**config.mk**
```make
export PLATFORM = sky130hd
export DESIGN_NAME = axil_reg_file
export DESIGN_NICKNAME = d
export VERILOG_FILES = /design/src/rtl/axil_pkg.sv /design/src/rtl/axil_reg_file.sv
export SDC_FILE = /design/constraint.sdc
export NUM_CORES = 1
export LEC_CHECK = 0
export ABC_AREA = 1
export BUFFER_PORTS_ARGS = -buffer_cell sky130_fd_sc_hd__clkbuf_2
export CORE_AREA = 2 2 466 468
export CTS_CLUSTER_DIAMETER = 60
export DETAILED_ROUTE_END_ITERATION = 16
export DIE_AREA = 0 0 468 470
export PLACE_DENSITY = 0.45
export SKIP_CTS_REPAIR_TIMING = 1
export SYNTH_ARGS = -nofsm -noshare
export SYNTH_HDL_FRONTEND = slang
export SYNTH_SLANG_ARGS = --single-unit
```
**constraint.sdc**
```tcl
create_clock -name clk -period 22.8 [get_ports clk]
set_input_delay 2.28 -clock clk [delete_from_list [all_inputs] [get_ports clk]]
set_output_delay 2.28 -clock clk [all_outputs]
set_load 0.01 [all_outputs]
```
**src/rtl/axil_pkg.sv**
```systemverilog
// Shared AXI-Lite definitions for the slaves in this slice.
// Response codes are driven on bresp/rresp.
package axil_pkg;

  localparam logic [1:0] OKAY   = 2'b00;
  localparam logic [1:0] EXOKAY = 2'b01;
  localparam logic [1:0] SLVERR = 2'b10;
  localparam logic [1:0] DECERR = 2'b11;

endpackage

```
**src/rtl/axil_reg_file.sv**
```systemverilog
// AXI-Lite register file: NUM_REGS word registers, some read-only (fed from status_i),
// with per-register write strobes and independent write/read paths.
module axil_reg_file
  import axil_pkg::*;
#(
  parameter int ADDR_WIDTH = 32,
  parameter int DATA_WIDTH = 32,
  parameter int STRB_WIDTH = DATA_WIDTH / 8,
  parameter int NUM_REGS   = 16,
  parameter logic [NUM_REGS-1:0] RO_MASK = '0
) (
  input  logic                           clk,
  input  logic                           rst,
  input  logic [ADDR_WIDTH-1:0]          s_axil_awaddr,
  input  logic [2:0]                     s_axil_awprot,
  input  logic                           s_axil_awvalid,
  output logic                           s_axil_awready,
  input  logic [DATA_WIDTH-1:0]          s_axil_wdata,
  input  logic [STRB_WIDTH-1:0]          s_axil_wstrb,
  input  logic                           s_axil_wvalid,
  output logic                           s_axil_wready,
  output logic [1:0]                     s_axil_bresp,
  output logic                           s_axil_bvalid,
  input  logic                           s_axil_bready,
  input  logic [ADDR_WIDTH-1:0]          s_axil_araddr,
  input  logic [2:0]                     s_axil_arprot,
  input  logic                           s_axil_arvalid,
  output logic                           s_axil_arready,
  output logic [DATA_WIDTH-1:0]          s_axil_rdata,
  output logic [1:0]                     s_axil_rresp,
  output logic                           s_axil_rvalid,
  input  logic                           s_axil_rready,
  output logic [NUM_REGS*DATA_WIDTH-1:0] ctrl_o,
  input  logic [NUM_REGS*DATA_WIDTH-1:0] status_i,
  output logic [NUM_REGS-1:0]            wr_pulse_o
);

  localparam int IDX_W = $clog2(NUM_REGS);

  logic [DATA_WIDTH-1:0] regs_q     [NUM_REGS];
  logic [DATA_WIDTH-1:0] status_arr [NUM_REGS];

  logic                  aw_held_q, w_held_q;
  logic [ADDR_WIDTH-1:0] awaddr_q;
  logic [DATA_WIDTH-1:0] wdata_q;
  logic [STRB_WIDTH-1:0] wstrb_q;
  logic                  bvalid_q;
  logic [1:0]            bresp_q;
  logic [NUM_REGS-1:0]   wr_pulse_q;
  logic                  rvalid_q;
  logic [DATA_WIDTH-1:0] rdata_q;
  logic [1:0]            rresp_q;

  logic                  wr_fire, ar_fire;
  logic [IDX_W-1:0]      wr_idx, rd_idx;
  logic                  wr_in_range, rd_in_range;
  logic [1:0]            wr_resp_d;
  logic [DATA_WIDTH-1:0] wr_data_d;

  // Any set address bit above the index field selects nothing in this block.
  assign wr_idx      = awaddr_q[IDX_W+1:2];
  assign wr_in_range = (awaddr_q[ADDR_WIDTH-1:IDX_W+2] == '0);
  assign rd_idx      = s_axil_araddr[IDX_W+1:2];
  assign rd_in_range = (s_axil_araddr[ADDR_WIDTH-1:IDX_W+2] == '0);

  assign wr_fire = aw_held_q && w_held_q && !bvalid_q;
  assign ar_fire = s_axil_arvalid && !rvalid_q;

  assign s_axil_awready = !aw_held_q;
  assign s_axil_wready  = !w_held_q;
  assign s_axil_bvalid  = bvalid_q;
  assign s_axil_bresp   = bresp_q;
  assign s_axil_arready = !rvalid_q;
  assign s_axil_rvalid  = rvalid_q;
  assign s_axil_rdata   = rdata_q;
  assign s_axil_rresp   = rresp_q;
  assign wr_pulse_o     = wr_pulse_q;

  for (genvar g = 0; g < NUM_REGS; g++) begin : g_regs
    assign ctrl_o[g*DATA_WIDTH +: DATA_WIDTH] = RO_MASK[g] ? '0 : regs_q[g];
    assign status_arr[g] = status_i[g*DATA_WIDTH +: DATA_WIDTH];
  end

  always_comb begin
    wr_resp_d = OKAY;
    if (!wr_in_range) begin
      wr_resp_d = DECERR;
    end else if (RO_MASK[wr_idx]) begin
      wr_resp_d = SLVERR;
    end
    wr_data_d = regs_q[wr_idx];
    for (int b = 0; b < STRB_WIDTH; b++) begin
      if (wstrb_q[b]) wr_data_d[b*8 +: 8] = wdata_q[b*8 +: 8];
    end
  end

  // Write path: AW and W park independently; the write commits once both are held
  // and the previous response has been taken.
  always_ff @(posedge clk or posedge rst) begin
    if (rst) begin
      for (int i = 0; i < NUM_REGS; i++) regs_q[i] <= '0;
      aw_held_q  <= 1'b0;
      w_held_q   <= 1'b0;
      awaddr_q   <= '0;
      wdata_q    <= '0;
      wstrb_q    <= '0;
      bvalid_q   <= 1'b0;
      bresp_q    <= OKAY;
      wr_pulse_q <= '0;
    end else begin
      wr_pulse_q <= '0;
      if (s_axil_awvalid && !aw_held_q) begin
        aw_held_q <= 1'b1;
        awaddr_q  <= s_axil_awaddr;
      end
      if (s_axil_wvalid && !w_held_q) begin
        w_held_q <= 1'b1;
        wdata_q  <= s_axil_wdata;
        wstrb_q  <= s_axil_wstrb;
      end
      if (bvalid_q && s_axil_bready) begin
        bvalid_q <= 1'b0;
      end
      if (wr_fire) begin
        aw_held_q <= 1'b0;
        w_held_q  <= 1'b0;
        bvalid_q  <= 1'b1;
        bresp_q   <= wr_resp_d;
        if (wr_resp_d == OKAY) begin
          regs_q[wr_idx]     <= wr_data_d;
          wr_pulse_q[wr_idx] <= 1'b1;
        end
      end
    end
  end

  // Read path samples regs_q before any same-edge write lands, so reads see the old value.
  always_ff @(posedge clk or posedge rst) begin
    if (rst) begin
      rvalid_q <= 1'b0;
      rdata_q  <= '0;
      rresp_q  <= OKAY;
    end else begin
      if (rvalid_q && s_axil_rready) begin
        rvalid_q <= 1'b0;
      end
      if (ar_fire) begin
        rvalid_q <= 1'b1;
        if (!rd_in_range) begin
          rdata_q <= '0;
          rresp_q <= DECERR;
        end else if (RO_MASK[rd_idx]) begin
          rdata_q <= status_arr[rd_idx];
          rresp_q <= OKAY;
        end else begin
          rdata_q <= regs_q[rd_idx];
          rresp_q <= OKAY;
        end
      end
    end
  end

  logic unused_ok;
  assign unused_ok = ^{s_axil_awprot, s_axil_arprot, s_axil_araddr[1:0], awaddr_q[1:0]};

endmodule
```
======== Word level (Yosys, flattened, before mapping) ========
Memories as Yosys holds them, arrays and structs flattened.
Index checks and enable logic that the tools add are counted.
W data, S select, Z words.
word-level totals
  output and inout bits ................... 569
  bits in latches ......................... 0
  bits in read-only memories .............. 32
  input bits .............................. 625
  register bits after elaboration ......... 636
  word-level logic and storage cells ...... 93
  memories kept ........................... 2
  RAM bits ................................ 0
operators by class
  multiplexer cells ....................... 35
  add/subtract/negate cells ............... 0
  equality and inequality tests ........... 0
  shift-type cells ........................ 0
  div/mod/pow operators ................... 0
  $lt $le $gt $ge ......................... 6
  reductions and logical operators ........ 21
  $mul .................................... 0
  bitwise logic cells ..................... 2
memories
  memory           depth  width  read ports  clocked after memory_dff  write ports  RTL line              text
  (no name shown)  16     1      1           0                         0            axil_reg_file.sv:152  end else if (RO_MASK[rd_idx]) begin
  (no name shown)  16     1      1           0                         0            axil_reg_file.sv:88   end else if (RO_MASK[wr_idx]) begin
operator list
  kind                  count
  $bwmux W512           1
  $bmux W32 S4          3
  $mux W32              9
  $demux W32 S4         1
  $logic_not A26 Y1     2
  $mux W16              2
  $mux W8               4
  $mux W1               11
  $ge A5 B5 Y1 const B  2
  $lt A4 B5 Y1 const B  2
  $not A4 Y5            2
  $logic_and A1 B1 Y1   9
  $reduce_bool A2 Y1    4
  $mux W2               3
  $lt A5 B1 Y1 const B  1
  $demux W1 S4          1
  $ge A4 B1 Y1 const B  1
  $logic_not A1 Y1      4
  $logic_not A2 Y1      1
  $reduce_and A2 Y1     1

======== Depth between registers and ports, before layout ========
  word-level depth ........................ 7
  mapped depth ............................ 15
  depth with buffers taken out ............ 11

======== Worst setup path after synthesis ========
OpenSTA, ideal clock, no wires.
  path kind ............................... input to register
  from .................................... in s_axil_araddr[2]
  to ...................................... reg rdata_q[0], in the netlist s_axil_rdata[0]
  arrival ................................. 3440 ps
  setup slack ............................. 19295 ps
  stages on the path ...................... 10
  path buffers ............................ 3
  cells stage by stage .................... clkbuf_1 inv_1 clkbuf_1 clkbuf_1 nand2_1 nand3_1 nand3_1 nand3_1 nand3_1 nand2_1
between the ends
  longest elaborated chain between the ends .. 6
ends and longest elaborated chain
  item                                              RTL line                                    text
  start, declared                                   axil_reg_file.sv:25                         input logic [ADDR_WIDTH-1:0] s_axil_araddr,
  $not A4 Y5 (not written as such)                  axil_reg_file.sv:153, axil_reg_file.sv:156
  $bmux W32 S4, on equally long branches            axil_reg_file.sv:156, axil_reg_file.sv:153
  $mux W32, on equally long branches (2 in series)  axil_reg_file.sv:156, axil_reg_file.sv:153
  $mux W32 *                                        axil_reg_file.sv:152
  $mux W32 *                                        axil_reg_file.sv:149                        if (!rd_in_range) begin
  end signal, assigned                              axil_reg_file.sv:153                        rdata_q <= status_arr[rd_idx];
  end signal, assigned                              axil_reg_file.sv:156                        rdata_q <= regs_q[rd_idx];
  end, declared                                     axil_reg_file.sv:51                         logic [DATA_WIDTH-1:0] rdata_q;
Mark *: on every way between the ends. The rest lies on a longest branch, timed or not. The select of a mux whose other input is x is not followed.
A chain may end at the register's enable or synchronous reset.

==> impl.org <==
** Logic synthesis
- Main combinational cell family by area after synthesis :: simple AND/OR/NAND/NOR gates
- The Yosys step of the flow raised 0 warnings.
- Yosys mapped the design onto 27 distinct sky130hd cell types.
- Post-synthesis share of cell area spent on xor and xnor gates :: 0
- The synthesized design contains between 600 and 700 register bits.
- Top area cells in the synthesized netlist :: dfrtp_1 45%, nand2_1 27%, nand3_1 14%
- Multiplexer share of the synthesized area :: 0.003510
- The compound-cell area share of the yosys netlist came to 0.04028.
- Number of nets in the synthesized netlist :: 5844
- Post-Syn Area :: 0.03529 sq mm
- Of the total synthesized cell area, the portion taken by full adders, half adders and majority gates is 0.
- Post-synthesis cell count :: roughly 5200
- Each instance of the synthesized netlist takes up on average 6.761 sq um.
- Cell accounting for the most synthesized area :: dfrtp_1
- Simple-Gate Fraction of Synth Area :: 0.4394
- The share of the Yosys chip area taken by registers is 0.4482.
- Portion of synthesized cell area occupied by the leading cell type :: 0.4482

** Cells and area
- The finished layout holds 8621 standard cells, fillers aside.
- Share of cells above drive strength 1 :: 0.1773
- Relative to the synthesized area, the layout overhead comes to 26.55%.
- After the last flow step, the layout net total stands at approximately 6300.

** Floorplan
- Ports :: between 1000 and 1500
- From bottom edge to top edge, the die measures 470 microns.
- Initial Util :: 0.1636
- Die X :: 468 microns
- The die covers roughly 0.22 sq mm.
- Std-Cell Core Area :: roughly 0.22 sq mm
- Cell row count :: about 170

** Run
- Max-cap violations in this run came to 0.

** Route
- Dividing the detail-routed wire length by the instance count gives ~26 microns.
- For this run, design rule violations remaining after detail routing come to 0.
- For this block, the routed nets add up to approximately 230 mm of wire.
- Starting DRT DRC Count :: between 4000 and 5000
- The first detailed-routing pass ran for 6 iterations.
- Via count of the routed design :: 38980
- In the routed layout, each cell is associated on average with a via count of between 4 and 5.
- Post-route ant nets :: 0

** Clock network
- Total number of clock tree sinks :: 632
- Total CTS buffers :: between 100 and 150
- The H-tree generated during clock tree synthesis spans 3 levels.
- The cell sitting at the root of the clock tree is a clkbuf_16.
- TritonCTS built the clock tree.
- Clock-pin slew was measured on the worst setup and hold paths at approximately 60 ps.
- Clock latency on the worst-skew pair, taken at its later pin, is ~750 ps.
- In this run the deepest clock path goes through 3 buffers.

** STA
- Counting I/O delays and the setup requirement, the final critical path takes ~5100 ps.
- Setup total negative slack on the finished layout was measured at 0 ps.
- Headroom to the max-slew limit :: 0.2663
- Setup repair after global routing missed its margin :: no
- Slew Viols, Final :: 0
- Maximum clock frequency :: a little under 200 MHz
- Final cycle utilization of the critical path :: 0.2226
- WHS :: roughly 480 ps
- Post-layout worst setup margin :: between 15000 and 20000 ps
- Setup violations remaining at the end of the flow were counted as 0.
- Count of final hold-check violations :: 0
- The clock arrives with 49.92 ps of skew.
- Transition time of the tightest slew-check pin :: about 1100 ps

** Setup path
- Slowest cell delay on critical path :: about 960 ps
- By startpoint and endpoint, the worst setup path is classified as input port to async pin.
- Delay-heaviest family, CP :: buffers and inverters
- Critical path's most frequent cell :: buf_4
- Number of buffers and inverters on the critical path :: 5
- Critical Path Start Type :: input port
- STA classifies the critical path endpoint as an async pin.
- STA puts the critical path data arrival time at 5650 ps.
- Crit path cell chain :: clkbuf_2 > inv_8 > buf_4 > buf_4 > buf_4
- Required time at the worst-slack endpoint :: approximately 23000 ps
- Critical-path maximum fanout :: 95
- On the critical path, the stage with the largest delay is an instance of buf_4.

** Place
- Buffers added on ports :: 671
- Post-DP HPWL :: around 160 mm
- At the end of routability-driven placement, the weighted congestion stood at approximately 0.92.
- At the placement stage, the worst setup path has a slack of between 15000 and 20000 ps.
- After detailed placement, the design holds a cell count of 8429.

** Power and ir drop
- Of the total power, combinational logic draws 0.277.
- Power comes to 3.970 mW.
- Maximum resistive drop on vdd :: approximately 0.000072 V
- Clk pwr share :: 0.410
- The analysis attributes to net switching a power of 1.678 mW.
- In this run the static leakage power is roughly 24 nW.
- Dividing total power by cell area gives a power density of 88.90 mW/mm^2.
- Of the total power, the share spent switching nets is 0.4228.
- Internal :: 2.291 mW
- Part of the total power dissipated in sequential elements :: 0.313

** Global route
- Number of global-route vias before repair :: between 30000 and 40000
- Global routing finished with a remaining overflow of 0.
- Global-route usage over all layers :: 0.1993
- The first global-routing pass estimated 308.1 mm of wire.
- Entering global routing, the biggest net connects between 150 and 200 pins.
- Antenna violations before repair :: 9

** Run status
- The flow ran to the end, and the final reports show no timing, DRC or antenna violations.

** Worst hold path
- Hold WC Path Type :: register to register
-- layout make-up --
type / instances / area, sq um
clock buffer: 131 / 2783
tap: 2854 / 3571
antenna: 2 / 5.005
multi-input combinational: 4045 / 17220
sequential: 632 / 15820
clock inverter: 59 / 685.7
inverter: 150 / 588.1
timing repair buffer: 748 / 3976
fill: 24470 / 171000
-- cells in the mapped netlist --
cell type / instances
nor4_1: 3
buf_2: 89
o21ai_1: 42
nand2_2: 32
nand3_2: 9
nor2_1: 176
inv_1: 141
mux2_2: 11
inv_4: 1
nor2_4: 1
o21ai_0: 90
nand3_1: 972
buf_1: 35
nor2_2: 14
clkbuf_1: 212
nand3b_1: 1
nor3b_1: 1
a21oi_1: 152
nor3_1: 3
nor3_2: 1
or2_2: 2
inv_2: 8
nand4_1: 1
buf_4: 39
nand2_1: 2534
buf_6: 17
dfrtp_1: 632
-- through the flow --
stage               utilization  instance area (sq um)
finish                   0.2071                  44660
CTS                      0.2070                  44650
global route             0.2070                  44650
detailed placement       0.1910                  41180
global placement         0.1910                  41180
floorplan                     -                  35290
-- cell families (layout without fill, tap and decap cells) --
kind of cell / count (synthesis) / count (layout)
muxes: 11 / 11
and+or+nand+nor: 3750 / 3750
other: 0 / 2
AOI/OAI and AO/OA: 284 / 284
buffers and inverters: 542 / 1088
DFF: 632 / 632
-- tightest hold or removal path, stage by stage (launching register included) --
cell and delay [ps]:
dfrtp_1 340, nand2_1 60, nand2_1 50
-- power by group through the flow --
stage	clock [mW]	sequential [mW]	combinational, mW
6_report	1.63	1.24	1.10
5_1_grt	1.70	1.25	1.15
4_1_cts	1.67	1.24	1.09
3_5_place_dp	0	1.26	1.08
3_3_place_gp	0	1.26	1.08
2_1_floorplan	0	1.22	0.667
-- registers in the layout (all words and copies together) (netlist names), 4 cells and up --
name / flops
wr_pulse_o: 16
awaddr_q: 30
ctrl_o: 512
wdata_q: 32
wstrb_q: 4
s_axil_rdata: 32
-- final timing paths --
kind                                       start          endpoint  slack [ps]  cells after the start
worst min register to register  s_axil_rdata[25]  s_axil_rdata[25]         480                      2
min in group asynchronous                    rst     s_axil_rvalid        1630                      2
max in group clk                     awaddr_q[3]       ctrl_o[166]       18010                     12
worst min-delay path            s_axil_rdata[25]  s_axil_rdata[25]         480                      2
worst max-delay path                         rst       awaddr_q[3]       17720                      5
worst max register to register       awaddr_q[3]       ctrl_o[166]       18010                     12
-- layer usage --
metal,track usage,part of all wire,vias up
li1,-,-,17560
met1,0.2730,0.44,19010
met2,0.2681,0.39,2063
met3,0.07301,0.11,341
met4,0.1058,0.062,14
met5,0,0.00041,-
-- placed cells by master, fill, tap and decap left out, types with 2 or more instances in the layout --
master	synthesis	routed
nand2_1	2534	2531
nand3_1	972	964
clkbuf_2	0	668
dfrtp_1	632	630
nor2_1	176	169
a21oi_1	152	152
inv_1	141	138
clkbuf_16	0	103
o21ai_0	90	90
buf_4	39	77
o21ai_1	42	42
nand2_2	32	34
nor2_4	1	22
inv_6	0	20
clkbuf_1	212	18
nand3_2	9	17
clkinv_2	0	15
mux2_2	11	11
clkbuf_8	0	10
bufinv_16	0	9
inv_2	8	7
clkinvlp_4	0	7
clkinv_4	0	7
nor3_1	3	3
nor4_1	3	3
diode_2	0	2
inv_8	0	2
or2_2	2	2
dfrtp_4	0	2
buf_12	0	2
Power figures use the tool's default switching activity.
